File: src/rtl/mem_pkg.sv
// Shared encodings for the data-memory access stage: access sizes and FSM states.
package mem_pkg;

  localparam logic [1:0] MEM_BYTE = 2'b00;
  localparam logic [1:0] MEM_HALF = 2'b01;
  localparam logic [1:0] MEM_WORD = 2'b10;

  typedef enum logic [1:0] {
    S_IDLE = 2'd0,
    S_BUSY = 2'd1,
    S_DONE = 2'd2
  } mem_state_t;

endpackage

File: src/rtl/mem_lane_align.sv
// Byte-lane steering for the data bus: byte enables, store replication,
// load lane select with sign/zero extension, and alignment check.
module mem_lane_align
  import mem_pkg::*;
(
  input  logic [1:0]  size,
  input  logic [1:0]  addr,
  input  logic        is_unsigned,
  input  logic [31:0] wdata,
  input  logic [31:0] rdata,
  output logic [3:0]  dbe,
  output logic [31:0] wdata_rep,
  output logic [31:0] rdata_ext,
  output logic        misaligned
);

  logic [31:0] rdata_sh;
  logic [7:0]  rbyte;
  logic [15:0] rhalf;

  assign rdata_sh = rdata >> {addr, 3'b000};
  assign rbyte    = rdata_sh[7:0];
  assign rhalf    = addr[1] ? rdata[31:16] : rdata[15:0];

  always_comb begin
    dbe        = 4'b1111;
    wdata_rep  = wdata;
    rdata_ext  = rdata;
    misaligned = 1'b0;
    case (size)
      MEM_BYTE: begin
        dbe       = 4'b0001 << addr;
        wdata_rep = {4{wdata[7:0]}};
        rdata_ext = is_unsigned ? {24'b0, rbyte} : {{24{rbyte[7]}}, rbyte};
      end
      MEM_HALF: begin
        dbe        = addr[1] ? 4'b1100 : 4'b0011;
        wdata_rep  = {2{wdata[15:0]}};
        rdata_ext  = is_unsigned ? {16'b0, rhalf} : {{16{rhalf[15]}}, rhalf};
        misaligned = addr[0];
      end
      // MEM_WORD and the unused 2'b11 encoding both behave as word
      default: begin
        misaligned = (addr != 2'b00);
      end
    endcase
  end

endmodule

File: src/rtl/mem_access_unit.sv
// MEM-stage data access: turns EX/MEM load/store control into a req/ready
// bus transaction, stalls the pipeline while outstanding, flags faults.
//
// state  | meaning
// S_IDLE | no request outstanding; aligned access issues, misaligned one flags
// S_BUSY | dreq held, waiting for dready or the timeout
// S_DONE | one cycle with stall released so the pipeline advances
module mem_access_unit
  import mem_pkg::*;
#(
  parameter int TIMEOUT = 16,
  parameter int CNTW    = 5
) (
  input  logic        clk,
  input  logic        resetn,
  input  logic        memtoreg,
  input  logic        memwrite,
  input  logic [31:0] aluout,
  input  logic [31:0] writedata,
  input  logic [1:0]  memsize,
  input  logic        memunsigned,
  input  logic        dready,
  input  logic [31:0] drdata,
  output logic        dreq,
  output logic        dwe,
  output logic [31:0] daddr,
  output logic [3:0]  dbe,
  output logic [31:0] dwdata,
  output logic        stall,
  output logic [31:0] readdata,
  output logic        adel,
  output logic        ades,
  output logic        buserr
);

  mem_state_t state, state_nxt;

  logic [CNTW-1:0] cnt;
  logic [1:0]      lat_size;
  logic [1:0]      lat_addr;
  logic            lat_uns;
  logic            lat_load;

  logic            access;
  logic            timeout;
  logic            in_idle;
  logic [1:0]      ln_size;
  logic [1:0]      ln_addr;
  logic            ln_uns;
  logic [3:0]      ln_dbe;
  logic [31:0]     ln_wdata;
  logic [31:0]     ln_rdata;
  logic            ln_mis;

  assign access  = memtoreg | memwrite;
  assign in_idle = (state == S_IDLE);
  assign timeout = (cnt == CNTW'(TIMEOUT - 1));

  // Outside IDLE the lane logic works from the fields latched at issue time
  assign ln_size = in_idle ? memsize     : lat_size;
  assign ln_addr = in_idle ? aluout[1:0] : lat_addr;
  assign ln_uns  = in_idle ? memunsigned : lat_uns;

  mem_lane_align u_lane (
    .size        (ln_size),
    .addr        (ln_addr),
    .is_unsigned (ln_uns),
    .wdata       (writedata),
    .rdata       (drdata),
    .dbe         (ln_dbe),
    .wdata_rep   (ln_wdata),
    .rdata_ext   (ln_rdata),
    .misaligned  (ln_mis)
  );

  assign stall = access & ~ln_mis & (state != S_DONE);

  always_ff @(posedge clk) begin
    if (!resetn) state <= S_IDLE;
    else         state <= state_nxt;
  end

  always_comb begin
    state_nxt = state;
    case (state)
      S_IDLE:  if (access && !ln_mis) state_nxt = S_BUSY;
      S_BUSY:  if (dready || timeout) state_nxt = S_DONE;
      S_DONE:  state_nxt = S_IDLE;
      default: state_nxt = S_IDLE;
    endcase
  end

  always_ff @(posedge clk) begin
    if (!resetn) begin
      dreq     <= 1'b0;
      dwe      <= 1'b0;
      daddr    <= '0;
      dbe      <= '0;
      dwdata   <= '0;
      readdata <= '0;
      adel     <= 1'b0;
      ades     <= 1'b0;
      buserr   <= 1'b0;
      cnt      <= '0;
      lat_size <= '0;
      lat_addr <= '0;
      lat_uns  <= 1'b0;
      lat_load <= 1'b0;
    end else begin
      adel   <= 1'b0;
      ades   <= 1'b0;
      buserr <= 1'b0;
      case (state)
        S_IDLE: begin
          if (access && ln_mis) begin
            adel <= memtoreg;
            ades <= memwrite;
          end else if (access) begin
            dreq     <= 1'b1;
            dwe      <= memwrite;
            daddr    <= {aluout[31:2], 2'b00};
            dbe      <= ln_dbe;
            dwdata   <= ln_wdata;
            cnt      <= '0;
            lat_size <= memsize;
            lat_addr <= aluout[1:0];
            lat_uns  <= memunsigned;
            lat_load <= memtoreg;
          end
        end
        S_BUSY: begin
          cnt <= cnt + CNTW'(1);
          // dready takes priority over a coinciding timeout
          if (dready) begin
            dreq <= 1'b0;
            dwe  <= 1'b0;
            if (lat_load) readdata <= ln_rdata;
          end else if (timeout) begin
            dreq     <= 1'b0;
            dwe      <= 1'b0;
            readdata <= '0;
            buserr   <= 1'b1;
          end
        end
        default: ;
      endcase
    end
  end

endmodule

File: config.mk
export PLATFORM = sky130hd
export DESIGN_NAME = mem_access_unit
export DESIGN_NICKNAME = d
export VERILOG_FILES = /design/src/rtl/mem_pkg.sv /design/src/rtl/mem_lane_align.sv /design/src/rtl/mem_access_unit.sv
export SDC_FILE = /design/constraint.sdc
export NUM_CORES = 1
export LEC_CHECK = 0
export ABC_CLOCK_PERIOD_IN_PS = 3300
export CAP_MARGIN = 20
export CORE_MARGIN = 2
export CORE_UTILIZATION = 47
export DETAILED_ROUTE_END_ITERATION = 7
export PLACE_DENSITY = 0.85
export SYNTH_ARGS = -nofsm -noshare
export SYNTH_HDL_FRONTEND = slang
export SYNTH_SLANG_ARGS = --single-unit
File: constraint.sdc
create_clock -name clk -period 3.3 [get_ports clk]
set_input_delay 0.66 -clock clk [delete_from_list [all_inputs] [get_ports clk]]
set_output_delay 0.66 -clock clk [all_outputs]
set_load 0.02 [all_outputs]
==> results of run 1 <==
[final timing paths]
path	start	end	slack, ps	cells past startpoint
setup reg to reg	state[1]	dwdata[18]	860	8
hold reg to reg	lat_load	lat_load	460	2
setup / recovery	aluout[1]	stall	120	6
hold / removal	lat_load	lat_load	460	2
[cells in the final DEF (no fill, tap or decap), types with 2 or more instances in the layout]
cell type and n:
clkbuf_8 2, mux2i_1 6, inv_6 3, nand2_1 140, ha_1 2, buf_12 2, clkinv_2 2, o211ai_2 3
a211oi_1 23, buf_4 19, and2_1 4, nand2b_1 2, clkinv_4 2, a311oi_1 16, nor3_1 3, o21ai_1 2
a222oi_1 22, nor3b_1 5, dfxtp_1 116, clkbuf_16 16, a21oi_1 67, o21ai_0 9, nand3_1 6, a31oi_1 3
a31o_2 3, clkdlybuf4s50_1 206, o21bai_1 17, bufinv_16 2, a21o_1 4, conb_1 2, a22oi_1 18, clkinvlp_4 6
and3_1 2, o21a_1 2, inv_1 10, o221ai_1 9, nor2_1 39
[worst max-delay path, stage by stage]
cell and delay, ps:
clkdlybuf4s50_1 430, or4_1 520, o31ai_1 100, o221a_2 250, a21boi_0 190, dlygate4sd2_1 370
[layer usage]
metal  global-route usage  wire [um]  up-vias
met3              0.08189       1744       41
met2               0.4933       8679      312
met1               0.3504       6792     2618
li1                     -          -     2634
met4               0.1410        446        0
met5                    0          0        -
[kinds of logic after synthesis]
| kind of cell | share of synthesized area |
|---|---|
| AO/OA/AOI/OAI | 0.2957 |
| adder cells (fa/ha/maj) | 0.004858 |
| buffers and inverters | 0.06001 |
| flip-flops | 0.4509 |
| multiplexers | 0.01676 |
| other | 0.0007282 |
| AND/OR/NAND/NOR | 0.1710 |
[power groups by stage]
stage / combinational (mW) / clock, mW / sequential (mW)
after floorplan: 0.524 / 0 / 1.75
after global placement: 1.12 / 0 / 1.62
after detailed placement: 1.15 / 0 / 1.63
after CTS: 1.15 / 1.80 / 1.60
after global routing: 1.25 / 1.87 / 1.61
final: 1.17 / 1.78 / 1.60
[metrics by stage]
stage                       util  hold slack [ps]
final                     0.7370            456.3
after global placement    0.6808            441.2
after global routing      0.7370            476.7
after floorplan                -            435.7
after detailed placement  0.6808            448.2
after CTS                 0.7349            459.8
[cell type report]
class / instances / area [um2] / area share
multi-input cells: 434 / 2529 / 0.3193
flip-flops and latches: 116 / 2322 / 0.2933
repair buffers: 229 / 2268 / 0.2865
clock buffers: 18 / 427.9 / 0.05404
well taps: 140 / 175.2 / 0.02212
clock inverters: 14 / 153.9 / 0.01943
inverters: 11 / 42.54 / 0.005372
[registers in the layout, summed over array words and instances, names as in the netlist]
name,count
ades,1
state,2
lat_load,1
daddr,30
readdata,32
dwe,1
dwdata,32
dbe,4
buserr,1
lat_uns,1
lat_size,2
dreq,1
lat_addr,2
adel,1
cnt,5
[repair_timing]
action                                 in CTS  in global routing
gates resized for setup                     1                  0
setup endpoints to repair                   1                  0
endpoints found under the hold margin       0                  0
==> results.py, run 1 <==
metrics = {
    "outcome": {
        "run_status": "finished, final reports clean",
    },
    "cts": {
        "clk_pin_slew_ps": 60,
        "post_cts_buffers": 0,
        "cts_tree": "yes",
        "cts_sinks": 116,
        "clk_latency_ps": 510,
        "root_buffer": "clkbuf_8",
        "cts-buffers-inserted": 17,
        "h-tree-depth": 4,
        "cts_buffer_depth": 2,
        "hold_buffers": 0,
    },
    "synth": {
        "avgSynthCellArea_um2": 8.429,
        "synth_edf_count": 0,
        "synthDistinctLibCells": 54,
        "synth_commonest_cells": "nand2_1, dfxtp_1, a21oi_1",
        "synth_top_area_frac": 0.4509,
        "ys_seq_elements": 116,
        "async_flop_share": 0,
        "ys_warn_count": 0,
        "netlist_instances": 611,
        "yosysMostFrequentCell": "nand2_1",
        "synthesis.area_um2": 5150,
        "ys_seq_area_frac": 0.4509,
        "netlist.top_cell.by_area": "dfxtp_1",
        "synth.area.top_cells": "dfxtp_1, nand2_1, a21oi_1",
        "yosys_most_used_dff": "dfxtp_1",
    },
    "final_layout": {
        "fin_cells": 962,
        "diodes": 0,
        "drive_above_1_share": 0.09002,
        "syn2layout_area_growth_pct": 53.77,
        "design_area_um2": 7919,
        "num-nets-final": 915,
        "fill_cells": 825,
    },
    "power_and_ir_drop": {
        "power_density_nw_per_um2": 574.4,
        "comb_power_share": 0.258,
        "pwr-share-seq": 0.351,
        "vdd_ir_drop_max_mv": 0.3728,
        "p_int_mw": 3.145,
        "p_clk_frac": 0.391,
        "power_leakage_nw": 2.894,
        "p_switching_mw": 1.404,
        "power_mw": 4.549,
        "switching_share": 0.3086,
    },
    "global_routing": {
        "grt_pass1_vias": 5522,
        "overflow": 0,
        "track_usage": 0.2952,
        "antenna_found_initial": 0,
        "grt_max_degree": 79,
        "grt_pass1_wl_um": 27150,
    },
    "timing": {
        "hold_viol_final": 0,
        "final.setup.tns_ps": 0,
        "relSlewSlack": 0.4321,
        "fin_ws_ps": 120.3,
        "finalCritPeriodShare": 0.9635,
        "min_period_ps": 3180,
        "slew_viol_final": 0,
        "tightest_slew_ps": 851.8,
        "fin_skew_ps": 8.297,
        "rsz0062_at_grt": "false",
        "setup_viol": 0,
        "timing.fmax_ghz": 0.3145,
    },
    "critical_path": {
        "critical_path_class": "input pin to primary output",
        "crit_path_end_kind": "primary output",
        "worstPathMaxFanout": 2,
        "cp.arrival_ps": 2520,
        "crit_required_ps": 2640,
        "startpoint_type": "input pin",
    },
    "floorplan": {
        "num_rows": 38,
        "num_io_pins": 210,
        "start_util": 0.4793,
        "die_x_um": 108.7,
        "die_h_um": 108.7,
        "die_area_um2": 11810,
        "fp.coreArea_um2": 10750,
    },
    "detailed_routing": {
        "wl_um": 17660,
        "vias_per_cell": 5.826,
        "vias": 5605,
        "drt-wirelength-per-cell_um": 18.36,
        "ant_nets": 0,
        "first_pass_iters": 8,
        "drc": 0,
        "drt_iter0_drc": 532,
    },
    "hold_path": {
        "hold_class": "flop to flop",
    },
    "placement": {
        "placed_cells": 928,
        "gp_congestion": 0.8780,
        "dpl_worst_slack_ps": -169.6,
        "io_buffers": 207,
        "dpl_cell_area_um2": 7316,
        "dpl.hpwl_um": 12290,
    },
    "flow_run": {
        "cap_violations": 0,
    },
}
Power figures use the tool's default switching activity.
==> inputs of run 2 (changes only) <==
Settings changed: SLEW_MARGIN set to 10.
==> results.py, run 2 (synthesis results as in run 1) <==
metrics = {
    "cts": {
        "clk_pin_slew_ps": 60,
        "h-tree-depth": 4,
        "cts_buffer_depth": 2,
        "clk_latency_ps": 510,
        "root_buffer": "clkbuf_8",
        "cts-buffers-inserted": 17,
        "cts_sinks": 116,
        "cts_tree": "yes",
        "post_cts_buffers": 0,
    },
    "global_routing": {
        "grt_max_degree": 79,
        "grt_pass1_wl_um": 27150,
        "track_usage": 0.2952,
        "grt_pass1_vias": 5522,
        "overflow": 0,
        "antenna_found_initial": 0,
    },
    "timing": {
        "setup_viol": 0,
        "finalCritPeriodShare": 0.9598,
        "timing.fmax_ghz": 0.3157,
        "rsz0062_at_grt": "false",
        "whs_ps": 456.2,
        "final.setup.tns_ps": 0,
        "relSlewSlack": 0.4379,
        "tightest_slew_ps": 843.1,
        "slew_viol_final": 0,
        "min_period_ps": 3167,
        "hold_viol_final": 0,
        "fin_skew_ps": 9.315,
    },
    "floorplan": {
        "num_io_pins": 210,
        "die_area_um2": 11810,
        "die_x_um": 108.7,
        "num_rows": 38,
        "fp.coreArea_um2": 10750,
        "die_h_um": 108.7,
        "start_util": 0.4793,
    },
    "final_layout": {
        "final_cell_mix": "clkdlybuf4s50_1, nand2_1, dfxtp_1",
        "drive_above_1_share": 0.09002,
        "syn2layout_area_growth_pct": 53.77,
        "layout_commonest_cell": "clkdlybuf4s50_1",
        "fill_cells": 826,
        "top_regs": "dwdata: 32 flops, readdata: 32 flops, daddr: 30 flops",
        "num-nets-final": 915,
        "diodes": 0,
    },
    "detailed_routing": {
        "drt_iter0_drc": 497,
        "wl_um": 17580,
        "vias_per_cell": 5.812,
        "drt-wirelength-per-cell_um": 18.27,
        "drc": 0,
        "vias": 5591,
        "ant_nets": 0,
        "first_pass_iters": 6,
    },
    "outcome": {
        "run_status": "finished, final reports clean",
    },
    "power_and_ir_drop": {
        "p_int_mw": 3.145,
        "vdd_ir_drop_max_mv": 0.3702,
        "p_switching_mw": 1.398,
        "p_clk_frac": 0.391,
        "power_mw": 4.543,
        "switching_share": 0.3077,
        "pwr-share-seq": 0.352,
        "power_leakage_nw": 2.894,
        "power_density_nw_per_um2": 573.7,
        "comb_power_share": 0.257,
    },
    "critical_path": {
        "critical_path_class": "input pin to primary output",
        "crit_required_ps": 2640,
        "crit_path_end_kind": "primary output",
        "rr_startpoint": "state[1]",
        "startpoint_type": "input pin",
        "r2r_cells": 8,
        "crit_start": "aluout[1]",
        "r2r-end": "dwdata[12]",
        "cp.arrival_ps": 2510,
        "worstPathMaxFanout": 2,
        "rrSetupSlack_ps": 850,
    },
    "placement": {
        "io_buffers": 207,
        "dpl.hpwl_um": 12290,
        "gp_congestion": 0.8780,
    },
    "flow_run": {
        "cap_violations": 0,
    },
    "hold_path": {
        "min_path_cells": 2,
        "hold_end": "lat_load",
        "hold_class": "flop to flop",
        "min_from": "lat_load",
    },
}
==> run 2: area by class of cell <==
cell class,instances,area (um2),area share
clock inverter,14,153.9,0.01943
multi-input combinational,434,2529,0.3193
tap,140,175.2,0.02212
sequential,116,2322,0.2933
inverter,11,42.54,0.005372
clock buffer,18,427.9,0.05404
timing repair buffer,229,2268,0.2865
==> run 2: worst max-delay path by stage <==
| stage | end | slack (ps) | cells past startpoint |
|---|---|---|---|
| floorplan | stall | 510 | 4 |
| global placement | stall | -160 | 6 |
| detailed placement | stall | -170 | 6 |
| CTS | stall | 120 | 6 |
| global route | stall | 20 | 6 |
| finish | stall | 130 | 6 |
==> run 2: power by group through the flow <==
| stage | Clock [mW] | Combinational [mW] | Sequential [mW] |
|---|---|---|---|
| 2_1_floorplan | 0 | 0.524 | 1.75 |
| 3_3_place_gp | 0 | 1.12 | 1.62 |
| 3_5_place_dp | 0 | 1.15 | 1.63 |
| 4_1_cts | 1.80 | 1.15 | 1.60 |
| 5_1_grt | 1.87 | 1.25 | 1.61 |
| 6_report | 1.77 | 1.17 | 1.60 |
==> run 2: per-layer routing <==
layer / GRT usage / vias up / wire length (um)
met1: 0.3504 / 2622 / 6764
met2: 0.4933 / 295 / 8652
met5: 0 / - / 0
li1: - / 2635 / -
met4: 0.1410 / 0 / 477
met3: 0.08189 / 39 / 1681
==> run 2: repair_timing <==
| item | CTS | global route |
|---|---|---|
| resized for setup | 1 | 0 |
| endpoints found under the setup margin | 1 | 0 |
| hold buffers | 0 | 0 |
==> run 2: worst max-delay path, stage by stage <==
cell             delay (ps)
clkdlybuf4s50_1         420
or4_1                   520
o31ai_1                 100
o221a_2                 250
a21boi_0                190
dlygate4sd2_1           360
==> run 2: metrics by stage <==
step                      instance area (um2)  utilization  setup slack (ps)  cells
after floorplan                          5154            -             514.8    612
after global placement                   7316       0.6808            -161.9    928
after detailed placement                 7316       0.6808            -169.6    928
after CTS                                7896       0.7349             115.6    960
after global routing                     7919       0.7370             19.47    962
final                                    7919       0.7370             132.5    962
==> inputs of run 3 (changes only) <==
Settings changed: CTS_CLUSTER_DIAMETER set to 120.
==> results of run 3 <==
Same layout as run 2: the final DEF is identical, and so are final timing and power.
